===== src/rtl/ovl_impl_win_pkg.sv =====
// Shared types and helpers for the windowed implication checker.
// Fire vectors are indexed by the FIRE_* kinds below.
package ovl_impl_win_pkg;

   typedef enum logic {IDLE, WAIT} win_state_t;

   localparam int FIRE_KINDS   = 2;
   localparam int FIRE_TIMEOUT = 0;
   localparam int FIRE_EARLY   = 1;

   // Delay counter width; never narrower than one bit, even for a 0/0 window.
   function automatic int cnt_width(input int max_delay);
      int w;
      w = $clog2(max_delay + 1);
      return (w < 1) ? 1 : w;
   endfunction

endpackage


===== src/rtl/ovl_impl_win_chan.sv =====
// One implication channel: IDLE/WAIT window tracker with a delay counter.
// Emits registered timeout/early fire pulses one cycle after detection.
module ovl_impl_win_chan
   import ovl_impl_win_pkg::*;
#(
   parameter int MIN_DELAY    = 0,
   parameter int MAX_DELAY    = 4,
   parameter int STRICT_EARLY = 0
) (
   input  logic                  clock,
   input  logic                  reset,
   input  logic                  enable_i,
   input  logic                  ante_i,
   input  logic                  cons_i,
   output logic                  pending_o,
   output logic [FIRE_KINDS-1:0] fire_o
);

   localparam int            CW    = cnt_width(MAX_DELAY);
   localparam logic [CW-1:0] MAX_C = CW'(MAX_DELAY);

   win_state_t            state_q, state_d;
   logic [CW-1:0]         cnt_q, cnt_d;
   logic [FIRE_KINDS-1:0] fire_q, fire_d;
   logic                  in_early;

   // Cycles 1..MIN_DELAY-1 of a window; empty when MIN_DELAY is 0.
   if (MIN_DELAY == 0) begin : g_no_early
      assign in_early = 1'b0;
   end else begin : g_early
      localparam logic [CW-1:0] MIN_C = CW'(MIN_DELAY);
      assign in_early = (cnt_q < MIN_C);
   end

   always_comb begin
      // NOTE: every variable gets a default first so no path can infer a latch.
      state_d = state_q;
      cnt_d   = cnt_q;
      fire_d  = '0;
      if (!enable_i) begin
         state_d = IDLE;
         cnt_d   = '0;
      end else begin
         unique case (state_q)
            IDLE: begin
               if (ante_i) begin
                  if (MIN_DELAY == 0 && cons_i) begin
                     state_d = IDLE;
                  end else if (MAX_DELAY == 0) begin
                     fire_d[FIRE_TIMEOUT] = 1'b1;
                  end else begin
                     state_d = WAIT;
                     cnt_d   = CW'(1);
                  end
               end
            end
            WAIT: begin
               // Antecedents seen here are dropped: windows never overlap.
               if (cons_i && !in_early) begin
                  state_d = IDLE;
               end else if (cons_i && STRICT_EARLY != 0) begin
                  fire_d[FIRE_EARLY] = 1'b1;
                  state_d            = IDLE;
               end else if (cnt_q == MAX_C) begin
                  fire_d[FIRE_TIMEOUT] = 1'b1;
                  state_d              = IDLE;
               end else begin
                  cnt_d = cnt_q + CW'(1);
               end
            end
            default: state_d = IDLE;
         endcase
      end
   end

   always_ff @(posedge clock) begin
      // NOTE: sequential state uses non-blocking assignments only.
      if (reset) begin
         state_q <= IDLE;
         cnt_q   <= '0;
         fire_q  <= '0;
      end else begin
         state_q <= state_d;
         cnt_q   <= cnt_d;
         fire_q  <= fire_d;
      end
   end

   assign pending_o = (state_q == WAIT);
   assign fire_o    = fire_q;

endmodule


===== src/rtl/ovl_implication_window.sv =====
// Multi-channel windowed implication checker: per-channel window FSMs plus
// a shared sticky error flag and saturating violation counter.
module ovl_implication_window
   import ovl_impl_win_pkg::*;
#(
   parameter int NUM_CH       = 4,
   parameter int MIN_DELAY    = 0,
   parameter int MAX_DELAY    = 4,
   parameter int STRICT_EARLY = 0,
   parameter int CNT_W        = 8
) (
   input  logic              clock,
   input  logic              reset,
   input  logic              enable,
   input  logic              clear_sticky,
   input  logic [NUM_CH-1:0] antecedent_expr,
   input  logic [NUM_CH-1:0] consequent_expr,
   output logic [NUM_CH-1:0] pending,
   output logic [NUM_CH-1:0] fire_timeout,
   output logic [NUM_CH-1:0] fire_early,
   output logic              error_sticky,
   output logic [CNT_W-1:0]  fire_count
);

   localparam int PW = $clog2(NUM_CH + 1);

   if (MIN_DELAY > MAX_DELAY || NUM_CH < 1) begin : g_bad_params
      $fatal(1, "ovl_implication_window: need NUM_CH>=1 and MIN_DELAY<=MAX_DELAY");
   end

   logic [FIRE_KINDS-1:0] chan_fire [NUM_CH];

   for (genvar i = 0; i < NUM_CH; i++) begin : g_chan
      ovl_impl_win_chan #(
         .MIN_DELAY   (MIN_DELAY),
         .MAX_DELAY   (MAX_DELAY),
         .STRICT_EARLY(STRICT_EARLY)
      ) u_chan (
         .clock    (clock),
         .reset    (reset),
         .enable_i (enable),
         .ante_i   (antecedent_expr[i]),
         .cons_i   (consequent_expr[i]),
         .pending_o(pending[i]),
         .fire_o   (chan_fire[i])
      );
      assign fire_timeout[i] = chan_fire[i][FIRE_TIMEOUT];
      assign fire_early[i]   = chan_fire[i][FIRE_EARLY];
   end

   logic [NUM_CH-1:0]   fire_any;
   logic [PW-1:0]       pop;
   logic [CNT_W-1:0]    count_base;
   logic [CNT_W+PW-1:0] count_sum;
   logic [CNT_W-1:0]    fire_count_q, fire_count_d;
   logic                sticky_q, sticky_d;

   // A clear drops the old totals; fires of the same cycle land on top of zero.
   always_comb begin
      fire_any = fire_timeout | fire_early;
      pop      = '0;
      for (int i = 0; i < NUM_CH; i++) begin
         pop = pop + PW'(fire_any[i]);
      end
      count_base   = clear_sticky ? '0 : fire_count_q;
      count_sum    = {{PW{1'b0}}, count_base} + {{CNT_W{1'b0}}, pop};
      fire_count_d = (|count_sum[CNT_W+PW-1:CNT_W]) ? '1 : count_sum[CNT_W-1:0];
      sticky_d     = (sticky_q & ~clear_sticky) | (|fire_any);
   end

   always_ff @(posedge clock) begin
      if (reset) begin
         fire_count_q <= '0;
         sticky_q     <= 1'b0;
      end else begin
         fire_count_q <= fire_count_d;
         sticky_q     <= sticky_d;
      end
   end

   assign fire_count   = fire_count_q;
   assign error_sticky = sticky_q;

endmodule


===== config.mk =====
export PLATFORM = sky130hd
export DESIGN_NAME = ovl_implication_window
export DESIGN_NICKNAME = d
export VERILOG_FILES = /design/src/rtl/ovl_impl_win_pkg.sv /design/src/rtl/ovl_impl_win_chan.sv /design/src/rtl/ovl_implication_window.sv
export SDC_FILE = /design/constraint.sdc
export NUM_CORES = 1
export LEC_CHECK = 0
export BUFFER_PORTS_ARGS = -buffer_cell sky130_fd_sc_hd__buf_2
export CAP_MARGIN = 20
export CELL_PAD_IN_SITES_DETAIL_PLACEMENT = 0
export CELL_PAD_IN_SITES_GLOBAL_PLACEMENT = 2
export CORE_MARGIN = 2
export CORE_UTILIZATION = 33
export DETAILED_ROUTE_END_ITERATION = 7
export PLACE_DENSITY_LB_ADDON = 0.1
export SLEW_MARGIN = 20
export SYNTH_ARGS = -nofsm -noshare
export SYNTH_HDL_FRONTEND = slang
export SYNTH_HIERARCHICAL = 1
export SYNTH_SLANG_ARGS = --single-unit

===== constraint.sdc =====
create_clock -name clock -period 3 [get_ports clock]
set_input_delay 0.9 -clock clock [delete_from_list [all_inputs] [get_ports clock]]
set_output_delay 0.9 -clock clock [all_outputs]
set_load 0.05 [all_outputs]

== After elaboration in Yosys (flattened, before gate mapping) ==
Index checks and enable logic that the tools add are counted.

* Equal/unequal tests: 20
* Add/subtract/negate cells: 8
* Reduce and logical (&&, ||, !) cells: 11
* Bitwise gates (word level): 9
* Mux-type cells: 46

{| class="wikitable"
|+ Operators by type and width
! kind !! count
|-
| $mux 3 || 16
|-
| $ne 2x2->1 const B || 16
|-
| $pmux 3 s2 || 4
|-
| $mux 1 || 20
|-
| $reduce_or 4->1 || 5
|-
| $mux 8 || 2
|-
| $reduce_and 4->1 || 4
|-
| $add 3x1->3 const B || 4
|-
| $eq 3x3->1 const B || 4
|-
| $add 8x3->9 || 1
|-
| $pmux 1 s2 || 4
|-
| $not 1->1 || 6
|-
| $or 4x4->4 || 1
|-
| $add 2x1->3 || 1
|-
| $add 3x1->3 || 1
|-
| $reduce_or 3->1 || 1
|-
| $add 1x1->2 || 1
|-
| $reduce_or 2->1 || 1
|-
| $and 1x1->1 || 1
|-
| $or 1x1->1 || 1
|}

* Logic and storage cells: 112
* Input bits: 12
* Flip-flop bits (word level): 33

== Logic depth before layout (Yosys ltp) ==
Gate-level depths: netlist of run 1.

* Depth in word-level cells: 7
* Gate-level depth with buffers: 11
* Gate-level depth less buffers: 10

== Hierarchy ==
The synthesis of run 1 kept the hierarchy.

{| class="wikitable"
|+ By module, submodules not included
! module !! cells each !! instances !! area an instance (µm²) !! seq. area each (µm²)
|-
| ovl_impl_win_chan || 28 || 4 || 262.8 || 100.1
|-
| ovl_implication_window || 60 || 1 || 559.3 || 180.2
|}

== Worst setup path before layout of run 1 ==
OpenSTA, ideal clock, no wires.

* Path type: register to register
* From: register g_chan[1].u_chan.fire_q[0]
* To: register fire_count_q[6] (netlist: fire_count[6])
* Setup slack: 41 ps
* Path buffers: 0
* Period minus slack after synthesis: 2959 ps
* Arrival: 2868 ps
* Cell stages (with the launch flop): 10
* Data required time: 2909 ps
* Cells stage by stage: dfxtp_1 -> or2_2 -> fa_1 -> inv_1 -> fa_1 -> fa_1 -> nand4b_4 -> nor2_2 -> a21oi_1 -> a311oi_1

* Cells in the longest elaborated chain, start to end: 7

{| class="wikitable"
|+ Ends and longest elaborated chain
! element !! RTL line !! text
|-
| start, declared || ovl_impl_win_chan.sv:24 || <nowiki>logic [FIRE_KINDS-1:0] fire_q, fire_d;</nowiki>
|-
| start signal, assigned || ovl_impl_win_chan.sv:85 || <nowiki>fire_q <= fire_d;</nowiki>
|-
| $or 4x4->4 * || ovl_implication_window.sv:60 || <nowiki>fire_any = fire_timeout | fire_early;</nowiki>
|-
| $add 1x1->2 * || ovl_implication_window.sv:63 || <nowiki>pop = pop + PW'(fire_any[i]);</nowiki>
|-
| $add 2x1->3 * || ovl_implication_window.sv:63 ||
|-
| $add 3x1->3 * || ovl_implication_window.sv:63 ||
|-
| $add 8x3->9 * || ovl_implication_window.sv:66 || <nowiki>count_sum = {{PW{1'b0}}, count_base} + {{CNT_W{1'b0}}, pop};</nowiki>
|-
| $reduce_or 3->1 || ovl_implication_window.sv:67 || <nowiki>fire_count_d = (|count_sum[CNT_W+PW-1:CNT_W]) ? '1 : count_sum[CNT_W-1:0];</nowiki>
|-
| $mux 8 * || ovl_implication_window.sv:67 ||
|-
| end signal, assigned || ovl_implication_window.sv:76 || <nowiki>fire_count_q <= fire_count_d;</nowiki>
|-
| end, declared || ovl_implication_window.sv:55 || <nowiki>logic [CNT_W-1:0] fire_count_q, fire_count_d;</nowiki>
|}

Every way passes the cells marked *; elsewhere a longest branch is shown, timed or not.
A chain may end at the register's enable or synchronous reset.

== Worst setup path after layout of run 1 ==
* From: register g_chan[1].u_chan.fire_q[0]
* To: register fire_count_q[4] (netlist: fire_count[4])

The elaborated chain is that of the path after synthesis.

==> out/qor.csv, run 1 <==
stage,metric,value,unit
outcome,status,"complete, no violations",
floorplanning,die_area,5450,µm²
logic_synthesis,synthTopCellsByArea,"dfxtp_1, ha_1, inv_1, a21oi_1, fa_1",
cts,cts_num_sinks,29,
grt,first_global_vias,1261,
place,io_buffers,28,
sta,skew,0.00621,ns
drt,detail-route-antenna-nets,0,
setup_path,crit_path_end_kind,flip-flop,
logic_synthesis,synth_commonest_cells,"dfxtp_1, inv_1, a21oi_1",
sta,slew_violations,0,
power_and_ir_drop,combPwrFrac,0.156,
floorplanning,die_h,73.9,µm
setup_path,ff2ff_setup_slack,0.22,ns
run,cap_violations,0,
cts,clkLatencyLatePin,0.27,ns
min_path,min_to,g_chan[1].u_chan/cnt_q[1]$_SDFFE_PP0P_,
logic_synthesis,ys_warn_count,6,
logic_synthesis,syn-mean-instance-area,9.36,µm²
cells_and_area,fin_area,1900,µm²
place,hpwl,2590,µm
power_and_ir_drop,clkPwrFrac,0.367,
grt,grt_antenna_before_repair,0,
floorplanning,core,4720,µm²
sta,rsz0062_at_grt,no,
sta,period_needed,2.78,ns
setup_path,start_kind,flip-flop,
grt,grt_max_degree,13,
power_and_ir_drop,p_switching,239,µW
power_and_ir_drop,seq_power_share,0.477,
sta,hold_viol_final,0,
sta,setup_ws,0.222,ns
cts,cts_max_level,2,
logic_synthesis,synth_top_area_share,0.361,
sta,finalSetupViolations,0,
setup_path,critPathArrivalTime,2.97,ns
min_path,hp-start,g_chan[1].u_chan/cnt_q[1]$_SDFFE_PP0P_,
cts,postCtsSetupBuffers,0,
power_and_ir_drop,swShare,0.277,
logic_synthesis,synth_nets,197,
setup_path,reg2reg_depth,9,
setup_path,crit_top_cell,fa_1,
power_and_ir_drop,irDropWorstVdd,0.178,mV
sta,finalCritPeriodShare,0.926,
floorplanning,rows,25,
logic_synthesis,synth_edf_count,0,
setup_path,cpMaxStageDelayCell,fa_1,
setup_path,critPathKind,flip-flop to flip-flop,
drt,drtIter0Drc,60,
cts,cts_tree,built,
power_and_ir_drop,p_int,622,µW
setup_path,reg2reg_to,fire_count[4]$_SDFF_PP0_,
sta,fmax,0.360,GHz
place,placement.cell_area,1800,µm²
logic_synthesis,yosysUniqueCellTypes,37,
logic_synthesis,syn_area,1610,µm²
setup_path,crit_fanout,5,
cells_and_area,nNetsFinal,228,
drt,drtPass1Iterations,4,
drt,postRouteWirelength,3300,µm
cts,cts_buffers,5,
cells_and_area,diodes,0,
drt,avgRoutedWirePerCell,12.2,µm
cts,clk_path_buf_depth,2,
cts,clk_pin_slew,0.06,ns
setup_path,cp.required,3.20,ns
grt,grt_pass1_wl,5700,µm
drt,vias,1337,
min_path,hp-class,flip-flop to flip-flop,
logic_synthesis,async_flop_share,0,
grt,overflow,0,
min_path,whs_path_depth,2,
cts,cts_resized,0,
setup_path,max_stage_delay,0.51,ns
setup_path,regToRegStartpoint,g_chan[1].u_chan/fire_o[0]$_SDFF_PP0_,
setup_path,cp_cell_sequence,or2_2 > fa_1 > inv_1 > fa_1 > fa_2 > nand4b_4 > nor2_2 > nand3_2 > o22ai_1,
place,pre_cts_slack,0.0923,ns
cells_and_area,fin_util,0.401,
floorplanning,initial_core_util,0.341,
drt,routed_via_density,4.95,
floorplanning,die_x,73.9,µm
grt,grt_usage,0.136,
logic_synthesis,netlist_instances,172,
setup_path,crit_family,adder cells,
place,gp_congestion,0.821,
logic_synthesis,ys_ff_latch,29,
cells_and_area,areaGrowthSynthToFinish,17.7,%
logic_synthesis,ys.flop_type,dfxtp_1,
drt,drc,0,
logic_synthesis,yosysSeqAreaShare,0.361,
power_and_ir_drop,leakage,0.792,nW
power_and_ir_drop,power.density,454,nW/µm²
cts,cts-root-buf,clkbuf_8,
cells_and_area,drive_above_1_share,0.281,
logic_synthesis,synth_top_area_cell,dfxtp_1,
floorplanning,boundaryPins,33,
logic_synthesis,synth.most_common_cell,dfxtp_1,
sta,fin_tns_setup,0,ns
setup_path,path_buf_inv,1,
cts,hold_buffers,0,
-- layout make-up --
| type | count | area (µm²) |
|---|---|---|
| clock buffers | 7 | 86.3 |
| fillers | 513 | 2830 |
| repair buffers | 28 | 140 |
| inverters | 19 | 71.3 |
| well taps | 67 | 83.8 |
| multi-input cells | 120 | 933 |
| flip-flops and latches | 29 | 581 |
-- cells in the final DEF (no fill, tap or decap), types with 4 or more instances in the layout --
cell	n
clkbuf_8	6
ha_1	10
nor3_1	6
a31oi_1	5
nand4b_1	4
a21oi_1	13
dfxtp_1	29
and4bb_2	4
o21bai_2	4
inv_1	19
a221oi_1	4
buf_2	28
nand2b_1	8
o21ai_0	9
mux2i_1	4
and3_2	4
nand2_1	9
nor4b_1	4
conb_1	4
nor2_1	4
-- routing by layer --
metal  up-vias  track usage  wire (µm)  part of all wire
met3         4       0.0357        160             0.049
met1       640        0.178       1630              0.49
met5         -            0          0                 0
met2        33        0.207       1470              0.45
li1        660            -          -                 -
met4         0       0.0626         38             0.012
-- state kept, by name (all words and copies together) (netlist names) --
| register | flops |
|---|---|
| g_chan.u_chan/cnt_q | 12 |
| fire_count | 8 |
| g_chan.u_chan/fire_o | 4 |
| g_chan.u_chan/pending_o | 4 |
| error_sticky | 1 |
-- worst max path at each step --
stage                                    end  depth (start not counted)  slack (ns)                                  start
floorplan           fire_count[6]$_SDFF_PP0_                          9        0.04  g_chan[1].u_chan/fire_o[0]$_SDFF_PP0_
global placement    fire_count[6]$_SDFF_PP0_                          9        0.17                           clear_sticky
detailed placement  fire_count[4]$_SDFF_PP0_                          9        0.09                           clear_sticky
CTS                 fire_count[4]$_SDFF_PP0_                          9        0.13  g_chan[1].u_chan/fire_o[0]$_SDFF_PP0_
global route        fire_count[4]$_SDFF_PP0_                          9        0.07  g_chan[1].u_chan/fire_o[0]$_SDFF_PP0_
finish              fire_count[4]$_SDFF_PP0_                          9        0.22  g_chan[1].u_chan/fire_o[0]$_SDFF_PP0_
-- metrics by stage --
step           instances  hold WS, ns  total power [mW]
2_1_floorplan        172        0.466             0.519
4_1_cts              270        0.506             0.876
3_3_place_gp         263        0.486             0.553
5_1_grt              270        0.528             0.905
6_report             270        0.503             0.861
3_5_place_dp         263        0.498             0.552
-- power groups by stage --
stage	Sequential, mW	Combinational, mW	Clock [mW]
2_1_floorplan	0.449	0.0698	0
3_3_place_gp	0.418	0.134	0
3_5_place_dp	0.419	0.134	0
4_1_cts	0.410	0.134	0.332
5_1_grt	0.412	0.147	0.346
6_report	0.410	0.134	0.316
-- worst reg2reg max path: cells and delay by family (launching register included) --
kind	cells	cell delay, ns
AOI/OAI and AO/OA	1	0.19
DFF	1	0.30
buffers and inverters	1	0.05
adders and majority gates	3	1.36
and+or+nand+nor	4	0.81
-- kinds of logic (layout without fill, tap and decap cells) --
group	Yosys count	count (layout)	share of synthesized area
compound gates	41	41	0.168
xor+xnor	3	3	0.0163
fa+ha+maj	13	13	0.115
buf+inv	23	54	0.0629
flops	29	29	0.361
mux	4	4	0.0249
other cells	4	4	0.00932
simple gates	55	55	0.243
No activity file was read; power rests on OpenSTA's default activity.
==> inputs of run 2 (changes only) <==
--- a/config.mk
+++ b/config.mk
@@ -9,7 +9,6 @@
 export CAP_MARGIN = 20
 export CELL_PAD_IN_SITES_DETAIL_PLACEMENT = 0
 export CELL_PAD_IN_SITES_GLOBAL_PLACEMENT = 2
-export CORE_MARGIN = 2
 export CORE_UTILIZATION = 33
 export DETAILED_ROUTE_END_ITERATION = 7
 export PLACE_DENSITY_LB_ADDON = 0.1
==> run 2 against run 1 <==
Compared with the run above:
- hold slack got worse by 0.0076 ns
- clock skew fell by 0.0028 ns
- fmax shrank 1.6%
- die area is 5.3% lower
- clock-buffer cell count increased by 1
- via count fell by 1.7%
- final cell count increased by 0.74%
- first-iteration DRC count up 23%
- sequential share of layout area is 0.14 points higher
==> out/qor.csv, run 2 (synthesis gave the netlist of run 1 again) <==
stage,metric,value,unit
outcome,status,"complete, no violations",
setup_path,crit_family,adder cells,
drt,vias,1314,
floorplanning,core,4720,µm²
cts,clkLatencyLatePin,0.28,ns
sta,finalSetupViolations,0,
setup_path,ff2ff_setup_slack,0.18,ns
cts,cts_resized,0,
cells_and_area,areaGrowthSynthToFinish,17.2,%
cts,clk_path_buf_depth,2,
setup_path,reg2reg_to,fire_count[4]$_SDFF_PP0_,
cells_and_area,fill_cells,489,
sta,rsz0062_at_grt,no,
cts,postCtsSetupBuffers,0,
setup_path,cp.required,3.20,ns
power_and_ir_drop,irDropWorstVdd,0.165,mV
drt,routed_via_density,4.83,
power_and_ir_drop,power.density,450,nW/µm²
grt,overflow,0,
sta,hold_slack,0.495,ns
setup_path,critPathArrivalTime,3.02,ns
cells_and_area,regMostFlops,g_chan.u_chan/cnt_q,
cts,cts-root-buf,clkbuf_8,
grt,grt_usage,0.142,
sta,skew,0.00345,ns
cells_and_area,layout_common_cells,"dfxtp_1, buf_2, inv_1, a21oi_1, ha_1",
sta,fin_tns_setup,0,ns
setup_path,reg2reg_depth,9,
sta,finalCritPeriodShare,0.941,
cts,cts_max_level,2,
sta,fmax,0.354,GHz
power_and_ir_drop,leakage,0.787,nW
drt,postRouteWirelength,3270,µm
cells_and_area,drive_above_1_share,0.265,
min_path,hp-class,flip-flop to flip-flop,
cells_and_area,final_common_cell,dfxtp_1,
cells_and_area,multi_input_area,928,µm²
setup_path,max_stage_delay,0.50,ns
setup_path,path_buf_inv,1,
grt,grt_antenna_before_repair,1,
cells_and_area,largest_reg_flops,12,
sta,period_needed,2.82,ns
place,gp_congestion,0.779,
drt,drc,0,
setup_path,endpoint,fire_count[4]$_SDFF_PP0_,
cts,cts_buffers,5,
cells_and_area,regArea,581,µm²
setup_path,crit_top_cell,fa_1,
floorplanning,boundaryPins,33,
sta,hold_viol_final,0,
setup_path,regToRegStartpoint,g_chan[1].u_chan/fire_o[0]$_SDFF_PP0_,
grt,grt_max_degree,13,
cts,cts_num_sinks,29,
grt,grt_pass1_wl,5560,µm
setup_path,critPathKind,flip-flop to flip-flop,
sta,setup_ws,0.177,ns
floorplanning,die_h,71.9,µm
place,pre_cts_slack,0.0978,ns
drt,drtIter0Drc,74,
drt,drtPass1Iterations,4,
setup_path,cp_cell_sequence,or2_2 > fa_1 > inv_1 > fa_1 > fa_1 > nand4b_4 > nor2_2 > nand3_2 > o22ai_1,
setup_path,cpMaxStageDelayCell,fa_1,
floorplanning,die_area,5160,µm²
setup_path,path_depth,9,
setup_path,crit_start,g_chan[1].u_chan/fire_o[0]$_SDFF_PP0_,
setup_path,crit_fanout,5,
place,hpwl,2560,µm
cells_and_area,nNetsFinal,228,
cts,hold_buffers,0,
setup_path,start_kind,flip-flop,
floorplanning,die_x,71.9,µm
cts,clk_pin_slew,0.06,ns
grt,first_global_vias,1219,
floorplanning,initial_core_util,0.341,
cts,cts_tree,built,
drt,avgRoutedWirePerCell,12.0,µm
drt,detail-route-antenna-nets,0,
run,cap_violations,0,
setup_path,crit_path_end_kind,flip-flop,
floorplanning,rows,25,
place,io_buffers,28,
sta,slew_violations,0,
-- run 2: worst register-to-register path, cell delays in order (launching register included) --
cell	delay, ns
dfxtp_1	0.30
or2_2	0.29
fa_1	0.50
inv_1	0.06
fa_1	0.45
fa_1	0.44
nand4b_4	0.22
nor2_2	0.17
nand3_2	0.13
o22ai_1	0.18
-- run 2: cell type report --
class	instances	area share
flip-flops and latches	29	0.308
multi-input cells	120	0.492
repair buffers	28	0.0743
clock buffers	8	0.0424
well taps	67	0.0444
diodes	1	0.00133
inverters	19	0.0378
-- run 2: worst min path at each step --
stage,start,end,slack [ns],depth (start not counted)
2_1_floorplan,g_chan[0].u_chan/cnt_q[1]$_SDFFE_PP0P_,g_chan[0].u_chan/cnt_q[1]$_SDFFE_PP0P_,0.47,2
3_3_place_gp,g_chan[2].u_chan/cnt_q[1]$_SDFFE_PP0P_,g_chan[2].u_chan/cnt_q[1]$_SDFFE_PP0P_,0.49,2
3_5_place_dp,g_chan[3].u_chan/cnt_q[1]$_SDFFE_PP0P_,g_chan[3].u_chan/cnt_q[1]$_SDFFE_PP0P_,0.49,2
4_1_cts,g_chan[3].u_chan/cnt_q[1]$_SDFFE_PP0P_,g_chan[3].u_chan/cnt_q[1]$_SDFFE_PP0P_,0.49,2
5_1_grt,g_chan[3].u_chan/cnt_q[1]$_SDFFE_PP0P_,g_chan[3].u_chan/cnt_q[1]$_SDFFE_PP0P_,0.52,2
6_report,g_chan[3].u_chan/cnt_q[1]$_SDFFE_PP0P_,g_chan[3].u_chan/cnt_q[1]$_SDFFE_PP0P_,0.50,2
-- run 2: layer usage --
layer,vias to the layer above,GRT usage,share of wire,wire [µm]
met5,-,0,0,0
met4,0,0.0588,0.017,57
met1,597,0.180,0.48,1560
met3,6,0.0563,0.070,228
li1,670,-,-,-
met2,41,0.215,0.44,1430
-- run 2: power by group --
part | internal [mW] | switching [mW] | leakage (nW) | total, mW
registers | 0.397 | 0.0125 | 0.235 | 0.410
logic | 0.0433 | 0.0921 | 0.512 | 0.135
clock network | 0.164 | 0.139 | 0.0395 | 0.304
-- run 2: through the flow --
stage / area [µm²] / power [mW] / cells / utilization
after CTS: 1880 / 0.863 / 271 / 0.399
after detailed placement: 1800 / 0.554 / 263 / 0.382
after global routing: 1890 / 0.895 / 272 / 0.399
after floorplan: 1610 / 0.519 / 172 / -
final: 1890 / 0.849 / 272 / 0.399
after global placement: 1800 / 0.553 / 263 / 0.382
==> inputs of run 3 (changes only) <==
--- a/config.mk
+++ b/config.mk
@@ -12,6 +12,7 @@
 export CORE_UTILIZATION = 33
 export DETAILED_ROUTE_END_ITERATION = 7
 export PLACE_DENSITY_LB_ADDON = 0.1
+export REMOVE_ABC_BUFFERS = 1
 export SLEW_MARGIN = 20
 export SYNTH_ARGS = -nofsm -noshare
 export SYNTH_HDL_FRONTEND = slang
==> run 3 against run 2 <==
Compared with the run above:
- via count down 0.68%
- design area down 0.46%
- hold slack better by 0.0018 ns
- flip-flop and latch count unchanged
- final cell count down 1.1%
- clock skew up 0.0017 ns
- non-clock buffer count unchanged
- combinational power about the same
- register-to-register slack about the same
==> out/qor.csv, run 3 (synthesis gave the netlist of run 1 again) <==
stage,metric,value,unit
floorplanning,initial_core_util,0.341,
place,gp_congestion,0.802,
floorplanning,die_h,71.9,µm
cts,cts_resized,0,
grt,overflow,0,
cts,cts_buffers,5,
power_and_ir_drop,p_int,592,µW
cells_and_area,regMostFlops,g_chan.u_chan/cnt_q,
outcome,status,"complete, no violations",
floorplanning,core,4720,µm²
drt,vias,1305,
drt,drtIter0Drc,67,
place,io_buffers,28,
power_and_ir_drop,irDropWorstVdd,0.170,mV
drt,detail-route-antenna-nets,0,
setup_path,crit_top_cell,fa_1,
grt,grt_antenna_before_repair,0,
sta,fin_tns_setup,0,ns
power_and_ir_drop,p_switching,239,µW
cts,clk_path_buf_depth,2,
setup_path,crit_family,adder cells,
cts,cts_tree,built,
grt,grt_max_degree,13,
sta,finalCritPeriodShare,0.939,
cts,hold_buffers,0,
setup_path,max_stage_delay,0.51,ns
power_and_ir_drop,leakage,0.788,nW
power_and_ir_drop,combPwrFrac,0.162,
place,placement.cell_area,1800,µm²
setup_path,crit_fanout,5,
floorplanning,die_x,71.9,µm
sta,period_needed,2.82,ns
drt,drtPass1Iterations,4,
setup_path,critPathArrivalTime,3.01,ns
cts,cts_max_level,2,
cells_and_area,diodes,0,
cells_and_area,areaGrowthSynthToFinish,16.6,%
cells_and_area,layout_common_cells,"dfxtp_1, buf_2, inv_1, a21oi_1, ha_1",
power_and_ir_drop,swShare,0.288,
setup_path,start_kind,flip-flop,
setup_path,cpMaxStageDelayCell,fa_1,
grt,first_global_vias,1202,
power_and_ir_drop,clkPwrFrac,0.345,
drt,avgRoutedWirePerCell,12.3,µm
floorplanning,rows,25,
grt,grt_usage,0.139,
power_and_ir_drop,seq_power_share,0.493,
setup_path,cp_cell_sequence,or2_2 > fa_1 > inv_1 > fa_1 > fa_1 > nand4b_4 > nor2_2 > nand3_2 > o22ai_1,
sta,hold_viol_final,0,
sta,slew_violations,0,
cells_and_area,fin_util,0.398,
sta,finalSetupViolations,0,
sta,fmax,0.355,GHz
setup_path,cp.required,3.20,ns
cells_and_area,drive_above_1_share,0.272,
cts,clk_pin_slew,0.06,ns
sta,skew,0.00513,ns
run,cap_violations,0,
floorplanning,die_area,5160,µm²
cells_and_area,nNetsFinal,228,
grt,grt_pass1_wl,5440,µm
place,hpwl,2550,µm
cells_and_area,final_common_cell,dfxtp_1,
floorplanning,boundaryPins,33,
setup_path,critPathKind,flip-flop to flip-flop,
drt,postRouteWirelength,3320,µm
setup_path,path_buf_inv,1,
cts,clkLatencyLatePin,0.27,ns
min_path,hp-class,flip-flop to flip-flop,
cells_and_area,largest_reg_flops,12,
drt,drc,0,
cts,cts-root-buf,clkbuf_8,
power_and_ir_drop,power.density,443,nW/µm²
sta,rsz0062_at_grt,no,
cells_and_area,fin_area,1880,µm²
cts,cts_num_sinks,29,
cts,postCtsSetupBuffers,0,
drt,routed_via_density,4.85,
setup_path,crit_path_end_kind,flip-flop,
## run 3: cell types whose count changed in the layout (fill, tap and decap cells not counted)
cell	delta
clkinv_2	+1
clkbuf_1	-3
diode_2	-1
## run 3: through the flow
step	std cells	setup slack, ns	power (mW)	hold WS (ns)
2_1_floorplan	168	0.0409	0.515	0.466
3_3_place_gp	263	0.180	0.553	0.487
3_5_place_dp	263	0.116	0.553	0.492
4_1_cts	269	0.164	0.849	0.499
5_1_grt	269	0.0367	0.880	0.536
6_report	269	0.184	0.831	0.497
## run 3: area by class of cell
type	instances	area (µm²)
Fill cell	490	2850
Multi-Input combinational cell	120	928
Sequential cell	29	581
Timing Repair Buffer	28	140
Tap cell	67	83.8
Inverter	19	71.3
Clock buffer	5	68.8
Clock inverter	1	5.00
## run 3: path summary, 6_finish.rpt
check                                               from                                     end  slack (ns)  depth (start not counted)
setup reg to reg   g_chan[1].u_chan/fire_o[0]$_SDFF_PP0_                fire_count[4]$_SDFF_PP0_        0.18                          9
hold / removal    g_chan[1].u_chan/cnt_q[1]$_SDFFE_PP0P_  g_chan[1].u_chan/cnt_q[1]$_SDFFE_PP0P_        0.50                          2
setup / recovery   g_chan[1].u_chan/fire_o[0]$_SDFF_PP0_                fire_count[4]$_SDFF_PP0_        0.18                          9
hold reg to reg   g_chan[1].u_chan/cnt_q[1]$_SDFFE_PP0P_  g_chan[1].u_chan/cnt_q[1]$_SDFFE_PP0P_        0.50                          2
## run 3: tightest hold or removal path, cell delays in order, from the launching register on
cell and delay, ns:
dfxtp_1 0.32, o21ai_0 0.07, a21oi_1 0.06
## run 3: per-layer routing
layer | vias to the layer above | part of all wire | track usage
met5 | - | 0 | 0
met4 | 0 | 0.011 | 0.0632
met2 | 30 | 0.44 | 0.212
met3 | 4 | 0.050 | 0.0436
li1 | 661 | - | -
met1 | 610 | 0.49 | 0.179
## run 3: power by group through the flow
| stage | clock network, mW | registers (mW) | logic, mW |
|---|---|---|---|
| finish | 0.287 | 0.410 | 0.134 |
| global route | 0.322 | 0.411 | 0.147 |
| CTS | 0.305 | 0.410 | 0.135 |
| detailed placement | 0 | 0.418 | 0.134 |
| global placement | 0 | 0.419 | 0.134 |
| floorplan | 0 | 0.449 | 0.0656 |
